## src/rtl/fir_pkg.sv

```systemverilog
// fir_pkg: shared types and helpers for the time-multiplexed FIR.
//   fir_state_t : controller states (IDLE waits for a sample, MAC runs the taps)
//   fir_acc_w   : accumulator width that cannot overflow over TAPS products
//   sat_shift   : arithmetic right shift (floor) followed by clamp to ow bits
package fir_pkg;

  typedef enum logic {
    IDLE = 1'b0,
    MAC  = 1'b1
  } fir_state_t;

  function automatic int fir_acc_w(input int dw, input int cw, input int taps);
    return dw + cw + $clog2(taps);
  endfunction

  // Works on a 64-bit carrier so one function serves any accumulator and
  // output width up to 64; the caller truncates to ow bits afterwards.
  function automatic logic signed [63:0] sat_shift(input logic signed [63:0] v,
                                                  input int sh, input int ow);
    logic signed [63:0] s, hi, lo;
    s  = v >>> sh;
    hi = (64'sd1 <<< (ow - 1)) - 64'sd1;
    lo = -(64'sd1 <<< (ow - 1));
    if (s > hi) return hi;
    if (s < lo) return lo;
    return s;
  endfunction

endpackage

```

## src/rtl/fir_tdm_if.sv

```systemverilog
// fir_tdm_if: sample handshake, coefficient write port and result bus.
//   master : producer/consumer side (drives samples and coefficient writes)
//   slave  : filter side (drives in_ready, busy and the result)
interface fir_tdm_if #(
  parameter int DW   = 8,
  parameter int CW   = 8,
  parameter int TAPS = 8,
  parameter int OW   = 16
);
  localparam int KW = $clog2(TAPS);

  logic                 in_valid;
  logic                 in_ready;
  logic signed [DW-1:0] in_data;
  logic                 coef_we;
  logic [KW-1:0]        coef_addr;
  logic signed [CW-1:0] coef_data;
  logic                 out_valid;
  logic signed [OW-1:0] out_data;
  logic                 busy;

  modport master (
    output in_valid, in_data, coef_we, coef_addr, coef_data,
    input  in_ready, out_valid, out_data, busy
  );

  modport slave (
    input  in_valid, in_data, coef_we, coef_addr, coef_data,
    output in_ready, out_valid, out_data, busy
  );
endinterface

```

## src/rtl/fir_mac.sv

```systemverilog
// fir_mac: registered signed multiply-accumulate shared by all taps.
//   clr : zero the accumulator (wins over en)
//   en  : acc <= acc + a*b
//   a,b : signed sample / coefficient
//   acc : running sum, AW bits signed
module fir_mac #(
  parameter int DW = 8,
  parameter int CW = 8,
  parameter int AW = 19
) (
  input  logic                 clk,
  input  logic                 rst,
  input  logic                 clr,
  input  logic                 en,
  input  logic signed [DW-1:0] a,
  input  logic signed [CW-1:0] b,
  output logic signed [AW-1:0] acc
);
  // Full product always fits in DW+CW signed bits.
  logic signed [DW+CW-1:0] prod;
  assign prod = (DW+CW)'(a) * (DW+CW)'(b);

  always_ff @(posedge clk) begin
    if (rst || clr) acc <= '0;
    else if (en)    acc <= acc + AW'(prod);
  end
endmodule

```

## src/rtl/fir_tdm.sv

```systemverilog
// fir_tdm: time-multiplexed FIR, y[n] = sat((sum c[k]*x[n-k]) >>> SHIFT).
//   clk, rst : clock, synchronous active-high reset
//   bus      : fir_tdm_if slave -- in_valid/in_ready/in_data sample handshake,
//              coef_we/coef_addr/coef_data coefficient writes (IDLE only),
//              out_valid pulse + out_data result, busy while the MAC runs.
// One sample is accepted in IDLE, then TAPS MAC cycles walk the circular delay
// line backwards from the newly written slot.
module fir_tdm
  import fir_pkg::*;
#(
  parameter int DW    = 8,
  parameter int CW    = 8,
  parameter int TAPS  = 8,
  parameter int OW    = 16,
  parameter int SHIFT = 0
) (
  input logic     clk,
  input logic     rst,
  fir_tdm_if.slave bus
);
  localparam int KW = $clog2(TAPS);
  localparam int AW = fir_acc_w(DW, CW, TAPS);

  fir_state_t state_q, state_d;

  logic [KW-1:0]             k_q, wp_q, base_q, rd_idx;
  logic [TAPS-1:0][DW-1:0]   dly_q;
  logic [TAPS-1:0][CW-1:0]   coef_q;
  logic                      accept, mac_en, last, coef_wr, out_valid_q;
  logic signed [OW-1:0]      out_q, out_now;
  logic signed [AW-1:0]      acc;

  assign bus.in_ready = (state_q == IDLE);
  assign bus.busy     = (state_q != IDLE);

  always_comb begin
    state_d = state_q;
    accept  = 1'b0;
    mac_en  = 1'b0;
    last    = 1'b0;
    unique case (state_q)
      IDLE: if (bus.in_valid) begin
        accept  = 1'b1;
        state_d = MAC;
      end
      MAC: begin
        mac_en = 1'b1;
        if (k_q == KW'(TAPS - 1)) begin
          last    = 1'b1;
          state_d = IDLE;
        end
      end
      default: state_d = IDLE;
    endcase
  end

  // Writes are only taken in IDLE; out-of-range addresses (TAPS not a power
  // of two) are dropped.
  assign coef_wr = bus.coef_we && (state_q == IDLE) &&
                   ({1'b0, bus.coef_addr} < (KW+1)'(TAPS));

  // (base - k) mod TAPS; the add-back only matters when TAPS is not 2^KW.
  assign rd_idx = base_q - k_q + ((base_q < k_q) ? KW'(TAPS) : '0);

  fir_mac #(.DW(DW), .CW(CW), .AW(AW)) u_mac (
    .clk (clk),
    .rst (rst),
    .clr (accept),
    .en  (mac_en),
    .a   ($signed(dly_q[rd_idx])),
    .b   ($signed(coef_q[k_q])),
    .acc (acc)
  );

  // The accumulator holds the final sum during the out_valid cycle, so the
  // result is presented straight from it then and latched into out_q at the
  // following edge, before a new accept can clear the accumulator.
  assign out_now       = OW'(sat_shift(64'(acc), SHIFT, OW));
  assign bus.out_data  = out_valid_q ? out_now : out_q;
  assign bus.out_valid = out_valid_q;

  always_ff @(posedge clk) begin
    if (rst) begin
      state_q     <= IDLE;
      k_q         <= '0;
      wp_q        <= '0;
      base_q      <= '0;
      dly_q       <= '0;
      coef_q      <= '0;
      out_valid_q <= 1'b0;
      out_q       <= '0;
    end else begin
      state_q     <= state_d;
      out_valid_q <= last;
      if (out_valid_q) out_q <= out_now;
      if (coef_wr) coef_q[bus.coef_addr] <= bus.coef_data;
      if (accept) begin
        dly_q[wp_q] <= bus.in_data;
        base_q      <= wp_q;
        wp_q        <= (wp_q == KW'(TAPS - 1)) ? '0 : wp_q + KW'(1);
        k_q         <= '0;
      end else if (mac_en) begin
        k_q <= last ? '0 : k_q + KW'(1);
      end
    end
  end
endmodule

```

## src/flat_wrapper.sv

```systemverilog
// flat-port wrapper written by rule: the top's interface ports become plain ports
module fir_tdm_flat import fir_pkg::*;
#(
  parameter int DW    = 8,
  parameter int CW    = 8,
  parameter int TAPS  = 8,
  parameter int OW    = 16,
  parameter int SHIFT = 0
)
  (clk, rst, bus_in_valid, bus_in_data, bus_coef_we, bus_coef_addr, bus_coef_data, bus_in_ready, bus_out_valid, bus_out_data, bus_busy);
  fir_tdm_if #(.DW(DW), .CW(CW), .TAPS(TAPS), .OW(OW)) bus_i ();
  input logic clk;
  input logic rst;
  input wire logic [$bits(bus_i.in_valid)-1:0] bus_in_valid;
  input wire logic [$bits(bus_i.in_data)-1:0] bus_in_data;
  input wire logic [$bits(bus_i.coef_we)-1:0] bus_coef_we;
  input wire logic [$bits(bus_i.coef_addr)-1:0] bus_coef_addr;
  input wire logic [$bits(bus_i.coef_data)-1:0] bus_coef_data;
  output wire logic [$bits(bus_i.in_ready)-1:0] bus_in_ready;
  output wire logic [$bits(bus_i.out_valid)-1:0] bus_out_valid;
  output wire logic [$bits(bus_i.out_data)-1:0] bus_out_data;
  output wire logic [$bits(bus_i.busy)-1:0] bus_busy;
  assign bus_i.in_valid = bus_in_valid;
  assign bus_i.in_data = bus_in_data;
  assign bus_i.coef_we = bus_coef_we;
  assign bus_i.coef_addr = bus_coef_addr;
  assign bus_i.coef_data = bus_coef_data;
  assign bus_in_ready = bus_i.in_ready;
  assign bus_out_valid = bus_i.out_valid;
  assign bus_out_data = bus_i.out_data;
  assign bus_busy = bus_i.busy;
  fir_tdm #(.DW(DW), .CW(CW), .TAPS(TAPS), .OW(OW), .SHIFT(SHIFT)) u_core (.clk(clk), .rst(rst), .bus(bus_i));
endmodule
```

## config.mk

```make
export PLATFORM = sky130hd
export DESIGN_NAME = fir_tdm_flat
export DESIGN_NICKNAME = d
export VERILOG_FILES = /design/src/rtl/fir_pkg.sv /design/src/rtl/fir_tdm_if.sv /design/src/rtl/fir_mac.sv /design/src/rtl/fir_tdm.sv /design/src/flat_wrapper.sv
export SDC_FILE = /design/constraint.sdc
export NUM_CORES = 1
export LEC_CHECK = 0
export ABC_AREA = 1
export CAP_MARGIN = 20
export CORE_MARGIN = 1
export CORE_UTILIZATION = 67
export CTS_BUF_LIST = sky130_fd_sc_hd__clkbuf_16
export DETAILED_ROUTE_END_ITERATION = 7
export HOLD_SLACK_MARGIN = 0.15
export PLACE_DENSITY = 0.92
export SLEW_MARGIN = 10
export SYNTH_ARGS = -nofsm -noshare
export SYNTH_HDL_FRONTEND = slang
export SYNTH_HIERARCHICAL = 1
export SYNTH_SLANG_ARGS = --single-unit
```

## constraint.sdc

```tcl
create_clock -name clk -period 18 [get_ports clk]
set_input_delay 1.8 -clock clk [delete_from_list [all_inputs] [get_ports clk]]
set_output_delay 1.8 -clock clk [all_outputs]
set_load 0.02 [all_outputs]
```

==> flow_summary.toml, run 1 <==
[logic_synthesis]
synth_top_family_by_area = "simple AND/OR/NAND/NOR gates"
synth_nets = 1805
synth_cell_types = 37
synth_edf_count = 0
yosys.area_share.xor_xnor = 0.00537
ys_warn_count = 6
ys_ff_latch = 174
muxShareOfSynthArea = 0
syn_area_um2 = 11400
synthAdderAreaFrac = 0.203
async_reset_ff_frac = 0
synth.avg_cell_area_um2 = 6.93
synth_cells = 1648
synth_compound_area_frac = 0.110
yosys.area_share.simple = 0.277
synthFlopType = "dfxtp_1"
ys_seq_area_frac = 0.305

[global_routing]
grt_overflow = 0
track_usage = 0.349
grt_pass1_wl_mm = 48.8
antenna_found_initial = 0
grt_pass1_vias = 10400
grt_max_degree = 101

[clock_network]
hold_buffers = 0
clock_latency_ps = 450
cts-root-buf = "clkbuf_16"
post_cts_buffers = 0
clock_sinks = 174
ctsLongestPathBuffers = 2
path_clk_slew_ps = 70
cts_buffers = 17
h-tree-depth = 4
ctsResizeCount = 0
cts_tree = "yes"

[floorplanning]
die_y_um = 133
design.portCount = 42
num_rows = 47
coreArea_um2 = 16600
die_x_um = 133
die_area_um2 = 17600
start_util = 0.687

[min_path]
min_path_type = "reg2reg"
hp-start = "u_core/out_q[15]$_SDFF_PP0_"

[sta]
fin_hold_ws_ps = 475
worst_slew_pin_slew_ps = 1070
timing.final.max_slew_violations = 0
setup_slack_ps = 10000
period_share = 0.444
min_period_ps = 8000
finalClockSkew_ps = 10.9
tns_ps = 0
fmax_mhz = 125
report.final.setup_viol = 0
grt_setup_unrepaired = "no"
hold_violations = 0
max_slew_margin = 0.285

[placed_design]
numPortBuffers = 41
gp_congestion = 0.983
post-place-ws_ps = 10360
placed_cells = 1850
dp_hpwl_mm = 20.0

[route]
drc = 0
num_vias = 10600
drtIter0Drc = 1360
wire_per_inst_um = 15.4
drtPass1Iterations = 8
antenna_left = 0
drt_wl_total_mm = 29.0
viasPerCell = 5.63

[cells_and_area]
nNetsFinal = 1806
antennaDiodeCount = 0
instances_no_fill = 1881
layout_common_cells = "nor2_1 (472), nand2_1 (252), inv_1 (210)"
final_common_cell = "nor2_1"
fillers = 1196
syn2layout_area_growth_pct = 8.90
drive_above_1_share = 0.0476

[setup_path]
start_kind = "flip-flop"
cp.required_ps = 18340
cp_common_cell = "nand2_1"
worstSetupEndpointType = "flip-flop"
crit_slowest_cell = "fa_1"
worstPathCellList = "clkinv_1 > fa_1 > inv_1 > nor2_1 > o21ai_0 > nand2_1 > nand2_1 > nand2_1 > nand2_1 > inv_1 > fa_1 > fa_1 > fa_1 > fa_1 > ha_1 > ha_1 > a21oi_1 > nand2_1 > nand2_1 > nand3_1 > nand2_1 > nand2_1 > o21ai_1 > inv_1"
regToRegStartpoint = "u_core/k_q[1]$_SDFFE_PP0P_"
critical-path-top-delay-family = "adder cells"
cp-startpoint = "u_core/k_q[1]$_SDFFE_PP0P_"
slowest_delay_ps = 1060
worst-path-max-fanout = 19
critPathKind = "reg2reg"
path_buf_inv = 4
arrival_ps = 8340

[power_and_ir_drop]
powerDensity_nw_per_um2 = 89.2
total_power_mw = 1.11
p_leak_nw = 6.48
peakVddDrop_mv = 0.0764

[status]
run_status = "finished clean"

[job]
drv_cap = 0
==> kinds of logic after synthesis <==
family,Yosys count
DFF,174
xor gates and xnor gates,7
AOI/OAI and AO/OA,246
adders and majority gates,134
buffers and inverters,292
and+or+nand+nor,795
==> worst register-to-register path, stage by stage, from the launching register on <==
cell and delay (ps):
dfxtp_1 760, clkinv_1 620, fa_1 1060, inv_1 390, nor2_1 180, o21ai_0 90, nand2_1 90, nand2_1 50
nand2_1 260, nand2_1 110, inv_1 500, fa_1 560, fa_1 550, fa_1 450, fa_1 490, ha_1 300
ha_1 360, a21oi_1 350, nand2_1 170, nand2_1 120, nand3_1 140, nand2_1 90, nand2_1 50, o21ai_1 120
inv_1 50
==> registers in the layout (all words and copies together) (netlist names) <==
register,count
u_core/base_q,3
u_core/bus.busy,1
u_core/bus.out_valid,1
u_core/coef_q,64
u_core/dly_q,64
u_core/k_q,3
u_core/out_q,16
u_core/u_mac/acc,19
u_core/wp_q,3
==> area by class of cell <==
class	count	area, um^2	area share
sequential	174	3480	0.280
clock buffer	17	425	0.0342
timing repair buffer	45	440	0.0354
multi-input combinational	1182	6800	0.546
tap	220	275	0.0221
inverter	229	872	0.0701
clock inverter	14	153	0.0123
==> synth_stat cells, types with 2 or more instances <==
cell type	n	area, um^2
inv_1	210	788
buf_6	2	22.5
nor2_2	5	31.3
a21o_1	3	22.5
nand2_4	4	45.0
xor2_1	5	43.8
buf_2	14	70.1
nand4_1	2	12.5
a21oi_1	24	120
dfxtp_1	174	3480
clkbuf_1	44	165
o211ai_1	2	15.0
ha_1	49	613
clkinv_1	3	11.3
nand3_2	3	30.0
nor3_1	2	10.0
clkinv_2	8	40.0
nand2_1	252	946
nand2_2	13	81.3
nand3_1	37	185
a21oi_2	2	17.5
fa_1	85	1700
xnor2_1	2	17.5
nor2_1	472	1770
o21ai_1	5	25.0
o21ai_0	208	1040
buf_4	2	15.0
inv_2	7	26.3
==> through the flow <==
step | utilization | cell area [um^2]
after global placement | 0.713 | 11900
final | 0.748 | 12400
after floorplan | - | 11400
after detailed placement | 0.713 | 11900
after global routing | 0.748 | 12400
after CTS | 0.748 | 12400
==> routing by layer <==
layer,GRT usage,share of wire,vias to the layer above
met4,0.205,0.052,0
met1,0.416,0.39,4814
met2,0.587,0.48,590
met3,0.0693,0.083,151
li1,-,-,5044
met5,0,0,-
==> path summary, 6_finish.rpt <==
| kind | slack (ps) | depth (start not counted) | endpoint |
|---|---|---|---|
| worst max-delay path | 10000 | 24 | u_core/u_mac/acc[15]$_SDFFE_PP0P_ |
| worst min-delay path | 480 | 2 | u_core/out_q[15]$_SDFF_PP0_ |
| worst max register to register | 10000 | 24 | u_core/u_mac/acc[15]$_SDFFE_PP0P_ |
| worst min register to register | 480 | 2 | u_core/out_q[15]$_SDFF_PP0_ |
==> report_power, final <==
part	leakage (nW)	switching [mW]	internal, mW
Sequential	1.41	0.0103	0.399
Clock	0.284	0.169	0.206
Combinational	4.78	0.215	0.111
No activity file was read; power rests on OpenSTA's default activity.
==> inputs of run 2 (changes only) <==
Settings changed: CORE_UTILIZATION 67 to 56, PLACE_DENSITY 0.92 to 0.83.
Clock period 18 ns to 6.5 ns, I/O delays scaled along.
==> run 2 against run 1 <==
  * Clock skew about the same
  * Sequential power grew to 2.8 times the previous value
  * Global-route usage shrank 6.1 points
  * Clock-buffer cell count stayed put
  * Cell count grew 3.4%
  * Combinational power increased to 2.9 times the previous value
  * Utilization fell by 10 points
  * Non-clock buffer count is 18 higher
  * Critical path depth rose by 4
  * Wire length is 1.4% lower
  * Critical path type unchanged
  * Critical endpoint is now u_core/u_mac/acc[17]$_SDFFE_PP0P_
  * Largest power group unchanged
==> flow_summary.toml, run 2 (synthesis results as in run 1) <==
[route]
drtIter0Drc = 775
drt_wl_total_mm = 28.6
drtPass1Iterations = 5
drc = 0
antenna_left = 0
wire_per_inst_um = 14.7
num_vias = 10500
viasPerCell = 5.39

[placed_design]
numPortBuffers = 41
place_area_um2 = 12000
post-place-ws_ps = 231
placed_cells = 1905
gp_congestion = 0.917
dp_hpwl_mm = 19.9

[setup_path]
cp_common_cell = "nand2_1"
worstSetupEndpointType = "flip-flop"
start_kind = "flip-flop"
worst-path-max-fanout = 8
critPathKind = "reg2reg"
slowest_delay_ps = 600
arrival_ps = 6580
crit_slowest_cell = "fa_1"
cp.required_ps = 6830

[cells_and_area]
layout_common_cells = "nor2_1 (472), nand2_1 (245), o21ai_0 (208)"
fin_area_um2 = 12800
fin_util = 0.647
instances_no_fill = 1945
reg.largest.list = "u_core/coef_q x64, u_core/dly_q x64, u_core/u_mac/acc x19"
syn2layout_area_growth_pct = 11.7
final_common_cell = "nor2_1"
drive_above_1_share = 0.0679
antennaDiodeCount = 0
nNetsFinal = 1824
fillers = 1653

[min_path]
min_path_type = "reg2reg"

[floorplanning]
die_area_um2 = 21000
start_util = 0.580
design.portCount = 42
die_x_um = 145
die_y_um = 145
coreArea_um2 = 19700
num_rows = 51

[clock_network]
cts_buffers = 17
path_clk_slew_ps = 70
h-tree-depth = 4
clock_latency_ps = 450
cts-root-buf = "clkbuf_16"
clock_sinks = 174
hold_buffers = 0
cts_tree = "yes"
ctsLongestPathBuffers = 2

[sta]
report.final.setup_viol = 0
finalClockSkew_ps = 11.0
fin_hold_ws_ps = 472
fmax_mhz = 160
period_share = 0.961
worst_slew_pin_slew_ps = 957
setup_slack_ps = 251
timing.final.max_slew_violations = 0
min_period_ps = 6250
max_slew_margin = 0.360
hold_violations = 0
tns_ps = 0

[power_and_ir_drop]
p_leak_nw = 6.57
powerDensity_nw_per_um2 = 245
total_power_mw = 3.13
peakVddDrop_mv = 0.187

[global_routing]
grt_max_degree = 83
grt_pass1_wl_mm = 47.1
grt_pass1_vias = 9761
grt_overflow = 0
gr-usage-met2 = 0.491
grtUsageMet3 = 0.0448
track_usage = 0.288
antenna_found_initial = 0
grt-busiest-layer = "met2"
use_met1 = 0.369

[status]
run_status = "finished clean"

[job]
drv_cap = 0
## run 2: final cells by class
cell class | instances | area [um^2] | share of cell area
clock buffer | 17 | 425 | 0.0333
multi-input combinational | 1182 | 6830 | 0.535
sequential | 174 | 3480 | 0.273
clock inverter | 15 | 191 | 0.0150
timing repair buffer | 63 | 617 | 0.0483
tap | 265 | 332 | 0.0260
inverter | 229 | 883 | 0.0692
## run 2: critical path, delay by kind of cell (launching register included)
kind	cells	cell delay [ps]
fa+ha+maj	8	3630
buf+inv	6	700
flops	1	300
compound gates	1	80
simple gates	13	1400
## run 2: routing by layer
metal | share of wire | vias to the layer above
met2 | 0.49 | 399
met3 | 0.064 | 57
met4 | 0.024 | 0
met5 | 0 | -
li1 | - | 5081
met1 | 0.43 | 4952
## run 2: timing repair
action                                  in CTS  in global routing
endpoints found under the setup margin       0                  8
setup buffers                                0                  7
resized for setup                            0                 16
## run 2: power breakdown
| group | internal [mW] | total [mW] | switching [mW] |
|---|---|---|---|
| Clock | 0.555 | 1.07 | 0.512 |
| Sequential | 1.10 | 1.13 | 0.0275 |
| Combinational | 0.327 | 0.932 | 0.604 |
## run 2: path summary, 6_finish.rpt
path                                               startpoint                                 to  slack, ps  cells after the start
worst max register to register  u_core/base_q[0]$_SDFFE_PP0P_  u_core/u_mac/acc[17]$_SDFFE_PP0P_        250                     28
worst min-delay path              u_core/out_q[15]$_SDFF_PP0_        u_core/out_q[15]$_SDFF_PP0_        470                      2
worst min register to register    u_core/out_q[15]$_SDFF_PP0_        u_core/out_q[15]$_SDFF_PP0_        470                      2
worst max-delay path            u_core/base_q[0]$_SDFFE_PP0P_  u_core/u_mac/acc[17]$_SDFFE_PP0P_        250                     28
